`src/rtl/scoring_pkg.sv`:
```
// Shared constants and user-ID table for the high-score tracker.
// Holds the command codes, ROM geometry and the fixed UID contents.
package scoring_pkg;

  localparam logic [2:0] CMD_SUBMIT  = 3'd3;
  localparam logic [2:0] CMD_DISPLAY = 3'd4;

  localparam int ROM_DEPTH = 32;
  localparam int ROM_WIDTH = 16;
  localparam int ROM_AW    = $clog2(ROM_DEPTH);

  function automatic logic [ROM_WIDTH-1:0] uid_lookup(
    input logic [ROM_AW-1:0] addr
  );
    logic [ROM_WIDTH-1:0] v;
    case (addr)
      5'd1:    v = 16'h1234;
      5'd2:    v = 16'h5678;
      5'd3:    v = 16'h9ABC;
      5'd4:    v = 16'hDEF0;
      5'd5:    v = 16'h1357;
      5'd6:    v = 16'h2468;
      5'd7:    v = 16'hACE1;
      default: v = 16'h0000;
    endcase
    return v;
  endfunction

endpackage

```
`src/rtl/scoring.sv`:
```
// scoring: keeps the best valid non-guest BCD score and its holder, and
// drives UID_ROM (intIDout -> address, data -> topID) to show the holder.
// Ports: clk, rst (async, low); controlSig, isGuest, intIDin, scoreOnes,
// scoreTens, topID in; intIDout, topIDOne..Four, scoreOnesOut,
// scoreTensOut out.
module scoring
  import scoring_pkg::*;
(
  input  logic        clk,
  input  logic        rst,
  input  logic [2:0]  controlSig,
  input  logic        isGuest,
  input  logic [2:0]  intIDin,
  input  logic [3:0]  scoreOnes,
  input  logic [3:0]  scoreTens,
  input  logic [15:0] topID,
  output logic [4:0]  intIDout,
  output logic [3:0]  topIDOne,
  output logic [3:0]  topIDTwo,
  output logic [3:0]  topIDThree,
  output logic [3:0]  topIDFour,
  output logic [3:0]  scoreOnesOut,
  output logic [3:0]  scoreTensOut
);

  logic [3:0]  bestTens;
  logic [3:0]  bestOnes;
  logic [2:0]  bestID;
  logic [15:0] digits;

  logic is_submit;
  logic is_display;
  logic bcd_ok;
  logic better;
  logic take;

  assign is_submit  = (controlSig == CMD_SUBMIT);
  assign is_display = (controlSig == CMD_DISPLAY);

  // Valid BCD makes an 8-bit nibble compare equal to decimal order.
  assign bcd_ok = (scoreTens <= 4'd9) && (scoreOnes <= 4'd9);
  assign better = {scoreTens, scoreOnes} > {bestTens, bestOnes};
  assign take   = is_submit && !isGuest && bcd_ok && better;

  always_ff @(posedge clk or negedge rst) begin
    if (!rst) begin
      bestTens <= '0;
      bestOnes <= '0;
      bestID   <= '0;
    end else if (take) begin
      bestTens <= scoreTens;
      bestOnes <= scoreOnes;
      bestID   <= intIDin;
    end
  end

  // Address and digits both load every display cycle; the ROM sits
  // between them, so digits settle two edges after the address.
  always_ff @(posedge clk or negedge rst) begin
    if (!rst) begin
      intIDout <= '0;
      digits   <= '0;
    end else if (is_display) begin
      intIDout <= {2'b00, bestID};
      digits   <= topID;
    end
  end

  assign topIDOne     = digits[15:12];
  assign topIDTwo     = digits[11:8];
  assign topIDThree   = digits[7:4];
  assign topIDFour    = digits[3:0];
  assign scoreOnesOut = bestOnes;
  assign scoreTensOut = bestTens;

endmodule

```
`config.mk`:
```
export PLATFORM = sky130hd
export DESIGN_NAME = scoring
export DESIGN_NICKNAME = d
export VERILOG_FILES = /design/src/rtl/scoring_pkg.sv /design/src/rtl/scoring.sv
export SDC_FILE = /design/constraint.sdc
export NUM_CORES = 1
export LEC_CHECK = 0
export BUFFER_PORTS_ARGS = -buffer_cell sky130_fd_sc_hd__buf_2
export CAP_MARGIN = 20
export CORE_MARGIN = 5
export CORE_UTILIZATION = 48
export CTS_BUF_LIST = sky130_fd_sc_hd__clkbuf_8
export DETAILED_ROUTE_END_ITERATION = 10
export PLACE_DENSITY = 0.92
export RECOVER_POWER = 100
export SYNTH_ARGS = -nofsm -noshare
export SYNTH_HDL_FRONTEND = slang
export SYNTH_SLANG_ARGS = --single-unit
export TNS_END_PERCENT = 100
```
`constraint.sdc`:
```
create_clock -name clk -period 2.37 [get_ports clk]
set_input_delay 0.1185 -clock clk [delete_from_list [all_inputs] [get_ports clk]]
set_output_delay 0.1185 -clock clk [all_outputs]
set_load 0.01 [all_outputs]
```
## Word-level counts from Yosys, hierarchy flattened

Cells that the tools add are included.

- Bits in registers: 30
- Bits of input ports: 33
- Output and inout bits: 29
- Word-level logic and storage cells: 15

- Magnitude comparators: 3
- Eq/ne operators: 2
- Reductions and logical operators: 5

Operators by type and width:

| cell | number |
|---|---|
| 8-bit > comparator | 1 |
| 4-bit less-or-equal comparator, second input constant | 2 |
| 1-bit logical AND | 4 |
| 3-bit by 2-bit == test with 1-bit output, second input constant | 1 |
| 3-bit == test, second input constant | 1 |
| 1-bit logical NOT | 1 |

## Logic depth before layout (Yosys ltp)

Gate-level depths: netlist of run 1.

- Depth in word-level cells: 4
- Gate-level depth with buffers: 8
- Depth with buffers taken out: 7

## Worst setup path after synthesis of run 1

OpenSTA, ideal clock, no wires.

- Path type: register -> register
- From: register bestOnes[1], in the netlist scoreOnesOut[1]
- To: register bestID[0]
- Library setup time: 0.125 ns
- Data arrival time: 1.787 ns
- Data required time: 2.245 ns
- Setup slack: 0.459 ns
- Stages on the path, launching flop included: 9
- Path buffers: 1
- Period minus slack after synthesis: 1.911 ns
- Cells stage by stage: dfrtp_1 inv_1 ha_1 nor2b_1 o211ai_1 a21o_1 a211oi_2 buf_6 mux2_2

- Word-level cells in the longest chain between the ends: 2

Ends and longest elaborated chain:

| item | RTL line | text |
|---|---|---|
| start: declaration | scoring.sv:27 | `logic [3:0] bestOnes;` |
| start signal: assignment | scoring.sv:52 | `bestOnes <= scoreOnes;` |
| 8-bit > comparator | scoring.sv:42 | `assign better = {scoreTens, scoreOnes} > {bestTens, bestOnes};` |
| 1-bit logical AND | scoring.sv:43 | `assign take = is_submit && !isGuest && bcd_ok && better;` |
| end signal: assignment | scoring.sv:53 | `bestID <= intIDin;` |
| end: declaration | scoring.sv:28 | `logic [2:0] bestID;` |

No other way between the ends.
A chain may end at the register's enable or synchronous reset.

## Final worst setup path of run 1

- From: register bestOnes[1], in the netlist scoreOnesOut[1]
- To: register bestOnes[3], in the netlist scoreOnesOut[3]

- Word-level cells in the longest chain between the ends: 2

Ends and longest elaborated chain:

| item | RTL line |
|---|---|
| 8-bit > comparator | scoring.sv:42 |
| 1-bit logical AND | scoring.sv:43 |

No other way between the ends.

==> results of run 1 <==
-- synth_stat cells --
cell type / number
nor3_1: 1
o211ai_1: 1
buf_4: 2
nand3_1: 2
nor2b_1: 1
a21o_1: 1
dfrtp_1: 30
nor3b_1: 1
conb_1: 1
buf_6: 1
nand4_1: 2
o21ai_0: 2
ha_1: 8
a21oi_1: 3
inv_1: 8
buf_2: 2
nand2_1: 2
a211oi_2: 1
mux2_2: 30
nor2_1: 1
-- routing by layer --
| metal | vias up | GRT usage, % | part of all wire (%) |
|---|---|---|---|
| li1 | 478 | - | - |
| met1 | 476 | 20.16 | 39 |
| met2 | 48 | 27.44 | 49 |
| met3 | 6 | 7.460 | 10 |
| met4 | 0 | 6.234 | 1.6 |
| met5 | - | 0 | 0 |
-- stage by stage --
stage	area (um^2)	std cells	power (uW)	setup WS [ps]	util, %
2_1_floorplan	1368	101	917.3	458.6	-
3_3_place_gp	1693	189	1078	516.3	61.92
3_5_place_dp	1693	189	1104	402.4	61.92
4_1_cts	1798	198	1538	393.0	65.77
5_1_grt	1749	198	1595	157.1	63.98
6_report	1749	198	1495	320.3	63.98
-- state kept, by name, summed over array words and instances (netlist names) --
| signal | flops |
|---|---|
| bestID | 3 |
| digits | 16 |
| intIDout | 3 |
| scoreOnesOut | 4 |
| scoreTensOut | 4 |
-- report_power, final --
| group | internal (uW) | switching [uW] |
|---|---|---|
| Combinational | 180 | 195 |
| Clock | 233 | 194 |
| Sequential | 624 | 68.5 |
| Total | 1040 | 458 |
-- layout make-up --
class	instances	area, um^2	share of cell area (%)
flip-flops and latches	30	750.7	42.92
multi-input cells	58	550.5	31.47
repair buffers	63	284.0	16.24
clock buffers	6	82.58	4.721
well taps	31	38.79	2.217
inverters	8	30.03	1.717
clock inverters	2	12.51	0.7153
-- repair_timing --
| action | in CTS | in global routing |
|---|---|---|
| setup buffers | 0 | 0 |
| hold buffers | 1 | 0 |
| hold endpoints to repair | 30 | 0 |
-- worst register-to-register path: stages, from the launching register on --
cell and delay, ps:
dfrtp_1 370, inv_1 50, ha_1 280, nor2b_1 130, o211ai_1 90, a21o_1 180
a211oi_2 210, clkbuf_1 250, mux2_2 370
-- kinds of logic (layout without fill, tap and decap cells) --
kind of cell | Yosys count | count (layout) | share of synthesized area (%)
muxes | 30 | 30 | 24.77
buffers and inverters | 13 | 79 | 4.862
AOI/OAI and AO/OA | 8 | 8 | 3.853
and+or+nand+nor | 10 | 10 | 3.853
DFF | 30 | 30 | 55.05
other | 1 | 2 | 0.2750
adders and majority gates | 8 | 8 | 7.340
-- final timing paths --
kind,start,to,slack (ps),cells after the start
min in group asynchronous,rst,digits[6],780,2
min reg2reg,intIDout[0],intIDout[0],510,1
min,intIDin[0],bestID[0],70,2
max,scoreOnesOut[1],scoreOnesOut[3],320,8
max reg2reg,scoreOnesOut[1],scoreOnesOut[3],320,8
max in group asynchronous,rst,digits[4],680,2
==> summary.txt, run 1 <==
Routing
  – WL/cell: 15.71 um
  – Total routed wirelength: 3111 um
  – DR pass1 iterations: 4
  – Vias: 1008
  – DR iter-0 viols: 23
  – Vias per Instance: roughly 5.1
  – Antenna-violating nets left: 0
  – Residual DRC: 0

Timing
  – Clock Skews: 3.793 ps
  – Slew Viols, Final: 31
  – Slew margin rel.: -3.143%
  – Fmax: 487.9 MHz
  – Crit share post-route: 86.48%
  – RSZ-0062 raised after global routing: false
  – Setup TNS Final: 0 ps
  – Hold Violations, Final: 0
  – Fin crit period: 2050 ps
  – Worst Tran Pin Value: roughly 1500 ps
  – # setup viols final: 0
  – Hold slack: 68.88 ps

Final layout
  – Layout cells sized above 1: 40.72%
  – Final net count: 207
  – Inserted Diodes: 0
  – Most frequent cells in the layout: clkbuf_1, dfrtp_1, buf_2
  – Area Growth Syn to Fin: 28.26%
  – Most common cell after layout, fill and taps aside: clkbuf_1
  – Fillers: 204

Synth
  – Yosys top cell by area: dfrtp_1
  – Synthesized instance count: 100
  – Seq cells post-synth: 30
  – Synthesis Warnings: 0
  – Seq/Total Area, Yosys: 55.05%
  – Post-Synthesis Cell Area: 0.001364 mm^2
  – Post-synth top area share: between 50% and 60%
  – Mapped Avg Cell Area: 13.64 um^2
  – Area contributors post-synth: dfrtp_1, mux2_2, ha_1
  – Post-synth cell types: 20

Die
  – Die height: 63.31 um
  – DIE WIDTH: about 63 um
  – Die area: ~0.0040 mm^2
  – Rows: 19
  – IO Count: 62
  – Starting Density: between 40% and 50%
  – Core Region: 0.002734 mm^2

Placement
  – HPWL Detailed: 2295 um
  – PortBufs: 59
  – GP Congestion: approximately 0.71

Clocking
  – Root buf cell: clkbuf_8
  – CTS max path bufs: 2
  – TritonCTS clock tree: built
  – CTS Buf Count: 5
  – Post-CTS Resized: 0
  – Clock slew at reported path FFs: 70 ps
  – Sink Count: 30
  – Htree depth: 2
  – Worst skew pair latency: 280 ps

Global route
  – Largest net degree at the start of global routing: 31
  – Gr usage total: 17.06%
  – Vias in the first global route: 1136
  – Antenna violations before repair: 0
  – Global-route wire length before repair: 5333 um
  – Grt ovf: 0

Critical path
  – CP Max Fanout: 4
  – Worst-path cell chain: inv_1 -> ha_1 -> nor2b_1 -> o211ai_1 -> a21o_1 -> a211oi_2 -> clkbuf_1 -> mux2_2
  – Slowest stage delay, CP: 370 ps
  – Setup crit end kind: flip-flop
  – Delay-heaviest family, CP: compound AO/OA/AOI/OAI gates
  – WP data arrival: 2220 ps
  – Crit path max-delay cell type: dfrtp_1
  – Req. time, crit path: 2540 ps
  – WP buf/inv: 2
  – Critical path type: flip-flop to flip-flop
  – Crit start category: flip-flop

Pwr
  – Worst vdd ir: 669.1 uV
  – Pleak: 0.0008190 uW
  – Pwr dens: between 800 and 900 mW/mm^2

Job
  – Max Cap Viol: 1

Run status
  – Failing checks: capacitance limit, slew limit
  – Status: complete, but fails checks

Hold path
  – Hold crit path type: input port to flip-flop
Power figures use the tool's default switching activity.
==> run 2, diff against run 1 <==
--- a/config.mk
+++ b/config.mk
@@ -11,6 +11,7 @@
 export CORE_UTILIZATION = 48
 export CTS_BUF_LIST = sky130_fd_sc_hd__clkbuf_8
 export DETAILED_ROUTE_END_ITERATION = 10
+export GPL_TIMING_DRIVEN = 0
 export PLACE_DENSITY = 0.92
 export RECOVER_POWER = 100
 export SYNTH_ARGS = -nofsm -noshare
==> summary.txt, run 2 (synthesis results as in run 1) <==
Die
  – Die area: 0.004008 mm^2 (unchanged)
  – Starting Density: 49.89% (unchanged)
  – DIE WIDTH: 63.31 um (unchanged)
  – Rows: 19 (unchanged)
  – Core Region: 0.002734 mm^2 (unchanged)
  – Die height: 63.31 um (unchanged)
  – IO Count: 62 (unchanged)

Routing
  – Antenna-violating nets left: 0 (unchanged)
  – Vias per Instance: 5.090 (about the same)
  – Residual DRC: 0 (unchanged)
  – WL/cell: 15.92 um (+1.3%)
  – DR iter-0 viols: 13 (-43%)
  – Vias: 1018 (+0.99%)
  – Total routed wirelength: 3184 um (+2.3%)
  – DR pass1 iterations: 4 (unchanged)

Final layout
  – Area Growth Syn to Fin: 30.46%
  – Fillers: 219 (+7.4%)
  – Max FFs per register: 16 (unchanged)
  – Inserted Diodes: 0 (unchanged)
  – Layout cells sized above 1: 40.83% (+0.11 points)
  – Final net count: 209 (+0.97%)
  – Most common cell after layout, fill and taps aside: clkbuf_1
  – Most frequent cells in the layout: clkbuf_1, dfrtp_1, buf_2
  – Register with the most flip-flops: digits

Hold path
  – Hold crit path type: input port to flip-flop

Critical path
  – WP buf/inv: 2 (unchanged)
  – Slowest stage delay, CP: 370 ps (about the same)
  – Setup crit end kind: flip-flop
  – Req. time, crit path: 2530 ps (about the same)
  – Crit start category: flip-flop
  – CP Max Fanout: 10 (+6)
  – Crit path max-delay cell type: dfrtp_1
  – Delay-heaviest family, CP: compound AO/OA/AOI/OAI gates
  – Worst-path cell chain: inv_1 -> ha_1 -> nor2b_1 -> o211ai_1 -> a21o_1 -> a211oi_2 -> buf_6 -> mux2_2
  – WP data arrival: 2160 ps (-60 ps)
  – Critical path type: flip-flop to flip-flop

Clocking
  – Clock slew at reported path FFs: 60 ps (about the same)
  – TritonCTS clock tree: built
  – Sink Count: 30 (unchanged)
  – Htree depth: 2 (unchanged)
  – CTS Buf Count: 5 (unchanged)
  – Root buf cell: clkbuf_8
  – CTS max path bufs: 2 (unchanged)
  – Worst skew pair latency: 270 ps (about the same)

Global route
  – Grt met3 use: 10.48% (+3.0 points)
  – Met1 usage: 18.56% (-1.6 points)
  – Global-route wire length before repair: 5464 um (+2.5%)
  – Largest net degree at the start of global routing: 31 (unchanged)
  – Vias in the first global route: 1183 (+4.1%)
  – Antenna violations before repair: 0 (unchanged)
  – Met2 usage: 29.62% (+2.2 points)
  – GRT busiest layer: met2
  – Gr usage total: 17.88% (+0.82 points)
  – Grt ovf: 0 (unchanged)

Pwr
  – Pwr dens: 875.2 mW/mm^2 (+2.4%)
  – Final total power: 1557 uW (+4.2%)
  – Worst vdd ir: 780.6 uV (+17%)
  – Pleak: 0.0008438 uW (+3.0%)

Timing
  – RSZ-0062 raised after global routing: false
  – Setup TNS Final: 0 ps (unchanged)
  – Slew margin rel.: -4.979% (-1.8 points)
  – Setup WS post-layout: 371.0 ps (+50.67 ps)
  – Slew Viols, Final: 31 (unchanged)
  – Fmax: 500.3 MHz (+2.5%)
  – # setup viols final: 0 (unchanged)
  – Clock Skews: 1.589 ps (-2.204 ps)
  – Crit share post-route: 84.35% (-2.1 points)
  – Hold Violations, Final: 0 (unchanged)
  – Worst Tran Pin Value: 1575 ps (+27.54 ps)
  – Fin crit period: 1999 ps (-50.67 ps)

Placement
  – GP Congestion: 0.6785 (-4.8%)
  – PortBufs: 59 (unchanged)
  – Post-Place Worst Slack: 362.5 ps (-39.89 ps)
  – HPWL Detailed: 2477 um (+7.9%)

Run status
  – Status: complete, but fails checks
  – Failing checks: capacitance limit, slew limit

Job
  – Max Cap Viol: 1 (unchanged)
-- run 2: cell types whose count changed in the layout (fill, tap and decap cells not counted), sizes merged --
cell | before | now
inv | 8 | 10
clkinvlp | 1 | 0
clkinv | 1 | 0
clkbuf | 37 | 36
bufinv | 0 | 1
buf | 31 | 33
-- run 2: area by class of cell --
cell class / count / area (um^2) / area share [%]
well taps: 31 / 38.79 / 2.180
flip-flops and latches: 30 / 750.7 / 42.19
plain buffers: 5 / 33.78 / 1.899
clock buffers: 5 / 68.82 / 3.868
inverters: 8 / 30.03 / 1.688
multi-input cells: 58 / 550.5 / 30.94
repair buffers: 60 / 269.0 / 15.12
clock inverters: 3 / 37.54 / 2.110
-- run 2: where the power goes --
part	internal, uW	total (uW)	leakage [uW]	switching [uW]
Clock	305	482	0.0000607	176
Combinational	184	384	0.000415	200
Sequential	625	691	0.000368	66.7
Total	1110	1560	0.000844	443
-- run 2: worst paths after layout --
path | cells after the start | to | slack, ps | start
min in group asynchronous | 2 | digits[10] | 780 | rst
hold reg to reg | 1 | intIDout[2] | 510 | bestID[2]
setup reg to reg | 8 | scoreOnesOut[0] | 370 | scoreOnesOut[1]
max in group asynchronous | 2 | scoreOnesOut[1] | 680 | rst
setup / recovery | 8 | scoreOnesOut[0] | 370 | scoreOnesOut[1]
hold / removal | 2 | digits[1] | 80 | topID[1]
-- run 2: layer usage --
metal,vias up,part of all wire [%],routed length [um]
li1,482,-,-
met1,478,36,1146
met2,51,50,1595
met3,7,12,380
met4,0,1.9,61
met5,-,0,0
-- run 2: worst reg2reg max path, delay by kind of cell (launching register included) --
family          cells  cell delay, ps
compound gates      3             510
fa+ha+maj           1             290
buf+inv             2             240
flops               1             370
mux                 1             350
simple gates        1             130
-- run 2: through the flow --
stage | util (%) | cell area (um^2) | instances | hold slack, ps
5_1_grt | 65.08 | 1779 | 200 | 66.55
6_report | 65.08 | 1779 | 200 | 76.53
3_3_place_gp | 62.24 | 1702 | 191 | 159.7
3_5_place_dp | 62.24 | 1702 | 191 | 183.9
2_1_floorplan | - | 1368 | 101 | -177.1
4_1_cts | 66.50 | 1818 | 200 | 67.48
-- run 2: repair_timing --
action / 4_1_cts / 5_1_grt
hold buffers: 1 / 0
endpoints found under the hold margin: 30 / 0
gates resized for setup: 0 / 0
setup buffers: 0 / 0
